[src/rtl/pagerank_pe_if.sv]
// NoC-facing bundle of a PageRank processing element: remote fetch, query/reply
// service and the inter-PE iteration barrier.
interface pagerank_pe_if #(
    parameter int unsigned WIDTH = 16,
    parameter int unsigned PW    = 6
);
    logic                req_valid;
    logic [PW-1:0]       req_page;
    logic                req_ready;
    logic                rsp_valid;
    logic [WIDTH+PW-1:0] rsp_data;
    logic                qry_valid;
    logic [PW-1:0]       qry_page;
    logic                rep_valid;
    logic [WIDTH-1:0]    rep_data;
    logic                sync_done;
    logic                sync_go;

    modport master (
        output req_valid, req_page, rep_valid, rep_data, sync_done,
        input  req_ready, rsp_valid, rsp_data, qry_valid, qry_page, sync_go
    );
    modport slave (
        input  req_valid, req_page, rep_valid, rep_data, sync_done,
        output req_ready, rsp_valid, rsp_data, qry_valid, qry_page, sync_go
    );
endinterface

[src/rtl/pagerank_pe.sv]
// PageRank processing element: owns N pages, pulls remote contributions over the
// NoC, serves contribution queries and double-buffers values across iterations.
module pagerank_pe #(
    parameter int unsigned      N      = 16,
    parameter int unsigned      NUM_PE = 4,
    parameter int unsigned      WIDTH  = 16,
    parameter int unsigned      ITERS  = 8,
    parameter logic [WIDTH-1:0] D      = 16'h2666,
    localparam int unsigned     M      = N * NUM_PE,
    localparam int unsigned     PW     = (M > 1) ? $clog2(M) : 1,
    // Kept at least one bit so a single-PE system still has an id port.
    localparam int unsigned     IW     = (NUM_PE > 1) ? $clog2(NUM_PE) : 1,
    localparam int unsigned     ITW    = $clog2(ITERS + 1)
) (
    input  logic                 clk,
    input  logic                 reset,
    input  logic                 start,
    input  logic [IW-1:0]        id,
    input  logic [N*M-1:0]       adjacency,
    input  logic [N*WIDTH-1:0]   weights,
    pagerank_pe_if.master        noc,
    output logic [ITW-1:0]       iter,
    output logic                 busy,
    output logic                 done,
    output logic                 err,
    output logic [N*WIDTH-1:0]   vals
);
    localparam int unsigned      NW   = (N > 1) ? $clog2(N) : 1;
    localparam int unsigned      AW   = WIDTH + PW;
    localparam int unsigned      SW   = 2 * WIDTH + PW + 1;
    localparam longint unsigned  ONE  = 64'd1 << WIDTH;
    localparam logic [WIDTH-1:0] INIT = WIDTH'(ONE / M);
    localparam logic [WIDTH:0]   OMD  = (WIDTH + 1)'(ONE - D);
    localparam logic [WIDTH-1:0] DM   = WIDTH'(D / M);
    localparam logic [PW-1:0]    LAST = PW'(M - 1);

    typedef enum logic [2:0] {IDLE, SCAN, REQ, WAIT, WRITE, BARRIER, DONE} state_t;

    state_t           state;
    logic [WIDTH-1:0] cur [N];
    logic [WIDTH-1:0] nxt [N];
    logic [WIDTH-1:0] wts [N];
    logic [M-1:0]     adj [N];
    logic [AW-1:0]    acc;
    logic [NW-1:0]    p;
    logic [PW-1:0]    r;

    logic [PW:0]      base;
    logic             r_local, q_local;
    logic [NW-1:0]    r_idx, q_idx;
    logic [WIDTH-1:0] r_contrib, q_contrib;
    logic [SW-1:0]    scaled, sum;
    logic [WIDTH-1:0] new_val;

    function automatic logic [WIDTH-1:0] contrib(input logic [WIDTH-1:0] v,
                                                 input logic [WIDTH-1:0] w);
        logic [2*WIDTH-1:0] prod;
        prod = v * w;
        return WIDTH'(prod >> WIDTH);
    endfunction

    always_comb begin
        for (int unsigned i = 0; i < N; i++) begin
            wts[i]                   = weights[i*WIDTH +: WIDTH];
            adj[i]                   = adjacency[i*M +: M];
            vals[i*WIDTH +: WIDTH]   = cur[i];
        end
    end

    // Range checks use one extra bit so base+N == M does not wrap.
    always_comb begin
        base      = (PW + 1)'(id) * (PW + 1)'(N);
        r_local   = ({1'b0, r} >= base) && ({1'b0, r} < base + (PW + 1)'(N));
        q_local   = ({1'b0, noc.qry_page} >= base) &&
                    ({1'b0, noc.qry_page} < base + (PW + 1)'(N));
        r_idx     = NW'(r - base[PW-1:0]);
        q_idx     = NW'(noc.qry_page - base[PW-1:0]);
        r_contrib = contrib(cur[r_idx], wts[r_idx]);
        q_contrib = contrib(cur[q_idx], wts[q_idx]);
        scaled    = SW'(OMD) * SW'(acc);
        sum       = (scaled >> WIDTH) + SW'(DM);
        new_val   = (sum > SW'(ONE - 1)) ? '1 : sum[WIDTH-1:0];
    end

    always_ff @(posedge clk) begin
        if (!reset) begin
            state <= IDLE;
            for (int unsigned i = 0; i < N; i++) begin
                cur[i] <= INIT;
                nxt[i] <= '0;
            end
            acc           <= '0;
            p             <= '0;
            r             <= '0;
            iter          <= '0;
            noc.req_valid <= 1'b0;
            noc.req_page  <= '0;
            noc.rep_valid <= 1'b0;
            noc.rep_data  <= '0;
            noc.sync_done <= 1'b0;
            busy          <= 1'b0;
            done          <= 1'b0;
            err           <= 1'b0;
        end else begin
            // Query service reads cur before any swap on this edge takes effect.
            noc.rep_valid <= noc.qry_valid;
            noc.rep_data  <= (noc.qry_valid && q_local) ? q_contrib : '0;

            case (state)
                IDLE: begin
                    if (start) begin
                        state <= SCAN;
                        p     <= '0;
                        r     <= '0;
                        acc   <= '0;
                        busy  <= 1'b1;
                    end
                end
                SCAN: begin
                    if (adj[p][r] && !r_local) begin
                        state         <= REQ;
                        noc.req_valid <= 1'b1;
                        noc.req_page  <= r;
                    end else begin
                        if (adj[p][r])
                            acc <= acc + AW'(r_contrib);
                        if (r == LAST)
                            state <= WRITE;
                        else
                            r <= r + 1'b1;
                    end
                end
                REQ: begin
                    if (noc.req_ready) begin
                        noc.req_valid <= 1'b0;
                        state         <= WAIT;
                    end
                end
                WAIT: begin
                    if (noc.rsp_valid) begin
                        if (noc.rsp_data[PW-1:0] == r) begin
                            acc <= acc + AW'(noc.rsp_data[AW-1:PW]);
                            if (r == LAST) begin
                                state <= WRITE;
                            end else begin
                                r     <= r + 1'b1;
                                state <= SCAN;
                            end
                        end else begin
                            err <= 1'b1;
                        end
                    end
                end
                WRITE: begin
                    nxt[p] <= new_val;
                    acc    <= '0;
                    if (p == NW'(N - 1)) begin
                        state         <= BARRIER;
                        noc.sync_done <= 1'b1;
                    end else begin
                        p     <= p + 1'b1;
                        r     <= '0;
                        state <= SCAN;
                    end
                end
                BARRIER: begin
                    if (noc.sync_go) begin
                        for (int unsigned i = 0; i < N; i++)
                            cur[i] <= nxt[i];
                        iter          <= iter + 1'b1;
                        noc.sync_done <= 1'b0;
                        if (iter == ITW'(ITERS - 1)) begin
                            state <= DONE;
                            done  <= 1'b1;
                            busy  <= 1'b0;
                        end else begin
                            state <= SCAN;
                            p     <= '0;
                            r     <= '0;
                        end
                    end
                end
                DONE: begin
                    if (start) begin
                        done  <= 1'b0;
                        iter  <= '0;
                        state <= SCAN;
                        p     <= '0;
                        r     <= '0;
                        acc   <= '0;
                        busy  <= 1'b1;
                    end
                end
                default: state <= IDLE;
            endcase
        end
    end
endmodule

[src/flat_wrapper.sv]
// flat-port wrapper written by rule: the top's interface ports become plain ports
module pagerank_pe_flat 
#(
    parameter int unsigned      N      = 16,
    parameter int unsigned      NUM_PE = 4,
    parameter int unsigned      WIDTH  = 16,
    parameter int unsigned      ITERS  = 8,
    parameter logic [WIDTH-1:0] D      = 16'h2666,
    localparam int unsigned     M      = N * NUM_PE,
    localparam int unsigned     PW     = (M > 1) ? $clog2(M) : 1,
                                                                        
    localparam int unsigned     IW     = (NUM_PE > 1) ? $clog2(NUM_PE) : 1,
    localparam int unsigned     ITW    = $clog2(ITERS + 1)
)
  (clk, reset, start, id, adjacency, weights, iter, busy, done, err, vals, noc_req_valid, noc_req_page, noc_rep_valid, noc_rep_data, noc_sync_done, noc_req_ready, noc_rsp_valid, noc_rsp_data, noc_qry_valid, noc_qry_page, noc_sync_go);
  pagerank_pe_if #(.WIDTH(WIDTH), .PW(PW)) noc_i ();
  input  logic clk;
  input  logic reset;
  input  logic start;
  input  logic [IW-1:0] id;
  input  logic [N*M-1:0] adjacency;
  input  logic [N*WIDTH-1:0] weights;
  output logic [ITW-1:0] iter;
  output logic busy;
  output logic done;
  output logic err;
  output logic [N*WIDTH-1:0] vals;
  output wire logic [$bits(noc_i.req_valid)-1:0] noc_req_valid;
  output wire logic [$bits(noc_i.req_page)-1:0] noc_req_page;
  output wire logic [$bits(noc_i.rep_valid)-1:0] noc_rep_valid;
  output wire logic [$bits(noc_i.rep_data)-1:0] noc_rep_data;
  output wire logic [$bits(noc_i.sync_done)-1:0] noc_sync_done;
  input wire logic [$bits(noc_i.req_ready)-1:0] noc_req_ready;
  input wire logic [$bits(noc_i.rsp_valid)-1:0] noc_rsp_valid;
  input wire logic [$bits(noc_i.rsp_data)-1:0] noc_rsp_data;
  input wire logic [$bits(noc_i.qry_valid)-1:0] noc_qry_valid;
  input wire logic [$bits(noc_i.qry_page)-1:0] noc_qry_page;
  input wire logic [$bits(noc_i.sync_go)-1:0] noc_sync_go;
  assign noc_req_valid = noc_i.req_valid;
  assign noc_req_page = noc_i.req_page;
  assign noc_rep_valid = noc_i.rep_valid;
  assign noc_rep_data = noc_i.rep_data;
  assign noc_sync_done = noc_i.sync_done;
  assign noc_i.req_ready = noc_req_ready;
  assign noc_i.rsp_valid = noc_rsp_valid;
  assign noc_i.rsp_data = noc_rsp_data;
  assign noc_i.qry_valid = noc_qry_valid;
  assign noc_i.qry_page = noc_qry_page;
  assign noc_i.sync_go = noc_sync_go;
  pagerank_pe #(.N(N), .NUM_PE(NUM_PE), .WIDTH(WIDTH), .ITERS(ITERS), .D(D)) u_core (.clk(clk), .reset(reset), .start(start), .id(id), .adjacency(adjacency), .weights(weights), .noc(noc_i), .iter(iter), .busy(busy), .done(done), .err(err), .vals(vals));
endmodule
[config.mk]
export PLATFORM = sky130hd
export DESIGN_NAME = pagerank_pe_flat
export DESIGN_NICKNAME = d
export VERILOG_FILES = /design/src/rtl/pagerank_pe_if.sv /design/src/rtl/pagerank_pe.sv /design/src/flat_wrapper.sv
export SDC_FILE = /design/constraint.sdc
export NUM_CORES = 2
export LEC_CHECK = 0
export ABC_AREA = 0
export BUFFER_PORTS_ARGS = -buffer_cell sky130_fd_sc_hd__buf_4
export CORE_AREA = 4 4 629 631
export CTS_CLUSTER_SIZE = 10
export DETAILED_ROUTE_END_ITERATION = 6
export DIE_AREA = 0 0 633 635
export GPL_TIMING_DRIVEN = 0
export MAX_ROUTING_LAYER = met4
export SLEW_MARGIN = 20
export SYNTH_ARGS = -nofsm -noshare
export SYNTH_HDL_FRONTEND = slang
export SYNTH_SLANG_ARGS = --single-unit
export TNS_END_PERCENT = 10
[constraint.sdc]
create_clock -name clk -period 11.57 [get_ports clk]
set_input_delay 1.157 -clock clk [delete_from_list [all_inputs] [get_ports clk]]
set_output_delay 1.157 -clock clk [all_outputs]
set_load 0.03 [all_outputs]
==> impl_metrics.json <==
{
  "async_flop_share": 0,
  "root_buffer": "clkbuf_16",
  "path_buf_inv": 12,
  "coreArea_sq_um": 389000,
  "dp_cells": 12007,
  "reg2reg_slack_ps": 330,
  "yosysTopAreaCell": "edfxtp_1",
  "nets": 9098,
  "synth_area_sq_um": 61700,
  "period_share": 0.982,
  "cp-start-kind": "input pin",
  "cp_slowest_stage_delay_ps": 1080,
  "ys_warn_count": 0,
  "worstPathMaxFanout": 12,
  "wl_per_cell_um": 39.4,
  "yosysSeqAreaShare": 0.272,
  "clock-sinks": 583,
  "antenna_found_initial": 261,
  "ir_drop_uv": 987,
  "slowest_stage": "o21ai_1",
  "cts.htree.levels": 3,
  "cts_made_buffers": 73,
  "num_rows": 229,
  "synthTopCellsByArea": "edfxtp_1, mux4_2, fa_1, ha_1, inv_1",
  "drv_slew": 0,
  "vias": 56380,
  "dpl.hpwl_um": 430000,
  "p_switching_uw": 15800,
  "clock.fmax_mhz": 88.0,
  "dp_slack_ps": -2680,
  "cp_common_cell": "fa_1",
  "worst_pin_slew_ps": 1320,
  "crit_required_ps": 12170,
  "clk_latency_ps": 710,
  "power.density_nw_per_um2": 340,
  "register_area_sq_um": 16800,
  "overflow": 0,
  "synth_cell_types": 117,
  "multi_input_area_sq_um": 40900,
  "cpLargestDelayFamily": "adder cells",
  "grt_max_degree": 57,
  "cp_data_arrival_time_ps": 11950,
  "fillers": 42335,
  "synth_edf_count": 512,
  "die_h_um": 635,
  "die-area_sq_um": 402000,
  "fin_util": 0.216,
  "syn_nets": 7380,
  "setup_viol": 0,
  "finalNonFillerCells": 12308,
  "end_kind": "flop",
  "swShare": 0.550,
  "power_uw": 28600,
  "vias_per_cell": 4.58,
  "finalCriticalPeriod_ps": 11360,
  "synthCells": 5166,
  "ys_ff_latch": 583,
  "wirelength_um": 485000,
  "io_pins": 1605,
  "slew_headroom": 0.123,
  "worstHoldStart": "u_core.nxt[0][10]",
  "crit_start": "noc_qry_page[1]",
  "first_iter_violations": 7264,
  "fin_ws_ps": 212,
  "area_growth_pct": 36.4,
  "grt_usage": 0.239,
  "grt_pass1_vias": 54428,
  "combPwrFrac": 0.833,
  "port_buffers": 1603,
  "cts_tree": "yes",
  "gp_congestion": 1.08,
  "yosysMostFrequentCell": "inv_1",
  "first_pass_iters": 5,
  "rsz0062_at_grt": "true",
  "intPower_uw": 12900,
  "ant_nets": 0,
  "hold_path_class": "reg -> reg",
  "drive_gt1_frac": 0.394,
  "skew_ps": 107,
  "p_clk_frac": 0.076,
  "maxCapViolations": 0,
  "avgSynthCellArea_sq_um": 11.9,
  "leakagePower_uw": 0.0348,
  "status": "completed",
  "hold_viol": 0,
  "synth_ff_type": "edfxtp_1",
  "initial_core_util": 0.159,
  "path_class": "in -> reg",
  "synth_common_cells": "inv_1, mux4_2, edfxtp_1, fa_1, nand2_1",
  "ctsHoldBuffers": 0,
  "die_x_um": 633,
  "seqPwrFrac": 0.090,
  "grt_pass1_wl_um": 603000,
  "post-route-drc-count": 0,
  "cts_buffer_depth": 3,
  "synth_top_area_frac": 0.249,
  "clk_pin_slew_ps": 60
}
==> logic make-up (layout without fill, tap and decap cells) <==
logic type,count (synthesis),in the layout,synth area share
compound gates,412,412,0.0472
flops,583,583,0.272
fa+ha+maj,897,897,0.244
xor+xnor,97,97,0.0146
simple gates,1463,1463,0.121
mux,688,688,0.234
other cells,0,204,0
buf+inv,1026,2767,0.0670
==> state kept, by name, summed over array words and instances, names as in the netlist, named ones only <==
| signal | cells |
|---|---|
| u_core.acc | 22 |
| u_core.noc.rep_valid | 1 |
| u_core.done | 1 |
| u_core.noc.req_page | 6 |
| u_core.state | 3 |
| u_core.err | 1 |
| u_core.noc.sync_done | 1 |
| u_core.iter | 4 |
| u_core.noc.rep_data | 16 |
| u_core.noc.req_valid | 1 |
| u_core.p | 4 |
| u_core.cur | 256 |
| u_core.busy | 1 |
| u_core.nxt | 256 |
| u_core.r | 6 |
==> layout by cell type, fill, tap and decap left out, types with 88 or more instances in the layout <==
cell type,instances
and2_1,150
edfxtp_1,512
buf_4,1638
a21oi_1,98
ha_1,385
nor2b_1,88
nor2_1,374
fa_1,512
inv_1,682
mux4_2,600
clkbuf_1,150
nand2_1,411
diode_2,204
and3_1,167
==> final timing paths <==
check                                          endpoint  cells past startpoint
worst min-delay path                  u_core.cur[0][10]                      1
worst min register to register        u_core.cur[0][10]                      1
worst max-delay path            u_core.noc.rep_data[14]                     33
worst max register to register           u_core.acc[16]                     39
==> metrics by stage <==
step	TNS, ps	cell area [sq um]	hold slack, ps
global route	-55.6	84100	474
global placement	-320520	80200	473
floorplan	0	61700	477
CTS	0	83500	452
finish	0	84100	460
detailed placement	-59490	81200	479
==> area by class of cell <==
class / instances / area share
Timing Repair Buffer: 1648 / 0.154
Clock buffer: 77 / 0.0219
Antenna cell: 204 / 0.00607
Buffer: 333 / 0.0211
Clock inverter: 21 / 0.00361
Tap cell: 5197 / 0.0773
Inverter: 688 / 0.0308
Multi-Input combinational cell: 3557 / 0.486
Sequential cell: 583 / 0.200
==> layer usage <==
metal	vias up	global-route usage	part of all wire
li1	22102	-	-
met1	29637	0.316	0.43
met2	3924	0.331	0.41
met3	717	0.0975	0.13
met4	0	0.0707	0.036
met5	-	-	0
==> power groups by stage <==
stage / logic, uW / clock network, uW / registers [uW]
after detailed placement: 22700 / 0 / 2620
after floorplan: 15800 / 0 / 2650
final: 23900 / 2190 / 2590
after global placement: 22500 / 0 / 2640
after global routing: 26200 / 2280 / 2590
after CTS: 23100 / 2200 / 2580
==> what timing repair did <==
item | in CTS | in global routing
endpoints found under the setup margin | 36 | 11
pin swaps | 0 | 2
setup buffers | 2 | 2
resized for setup | 96 | 43
No activity file was read; power rests on OpenSTA's default activity.
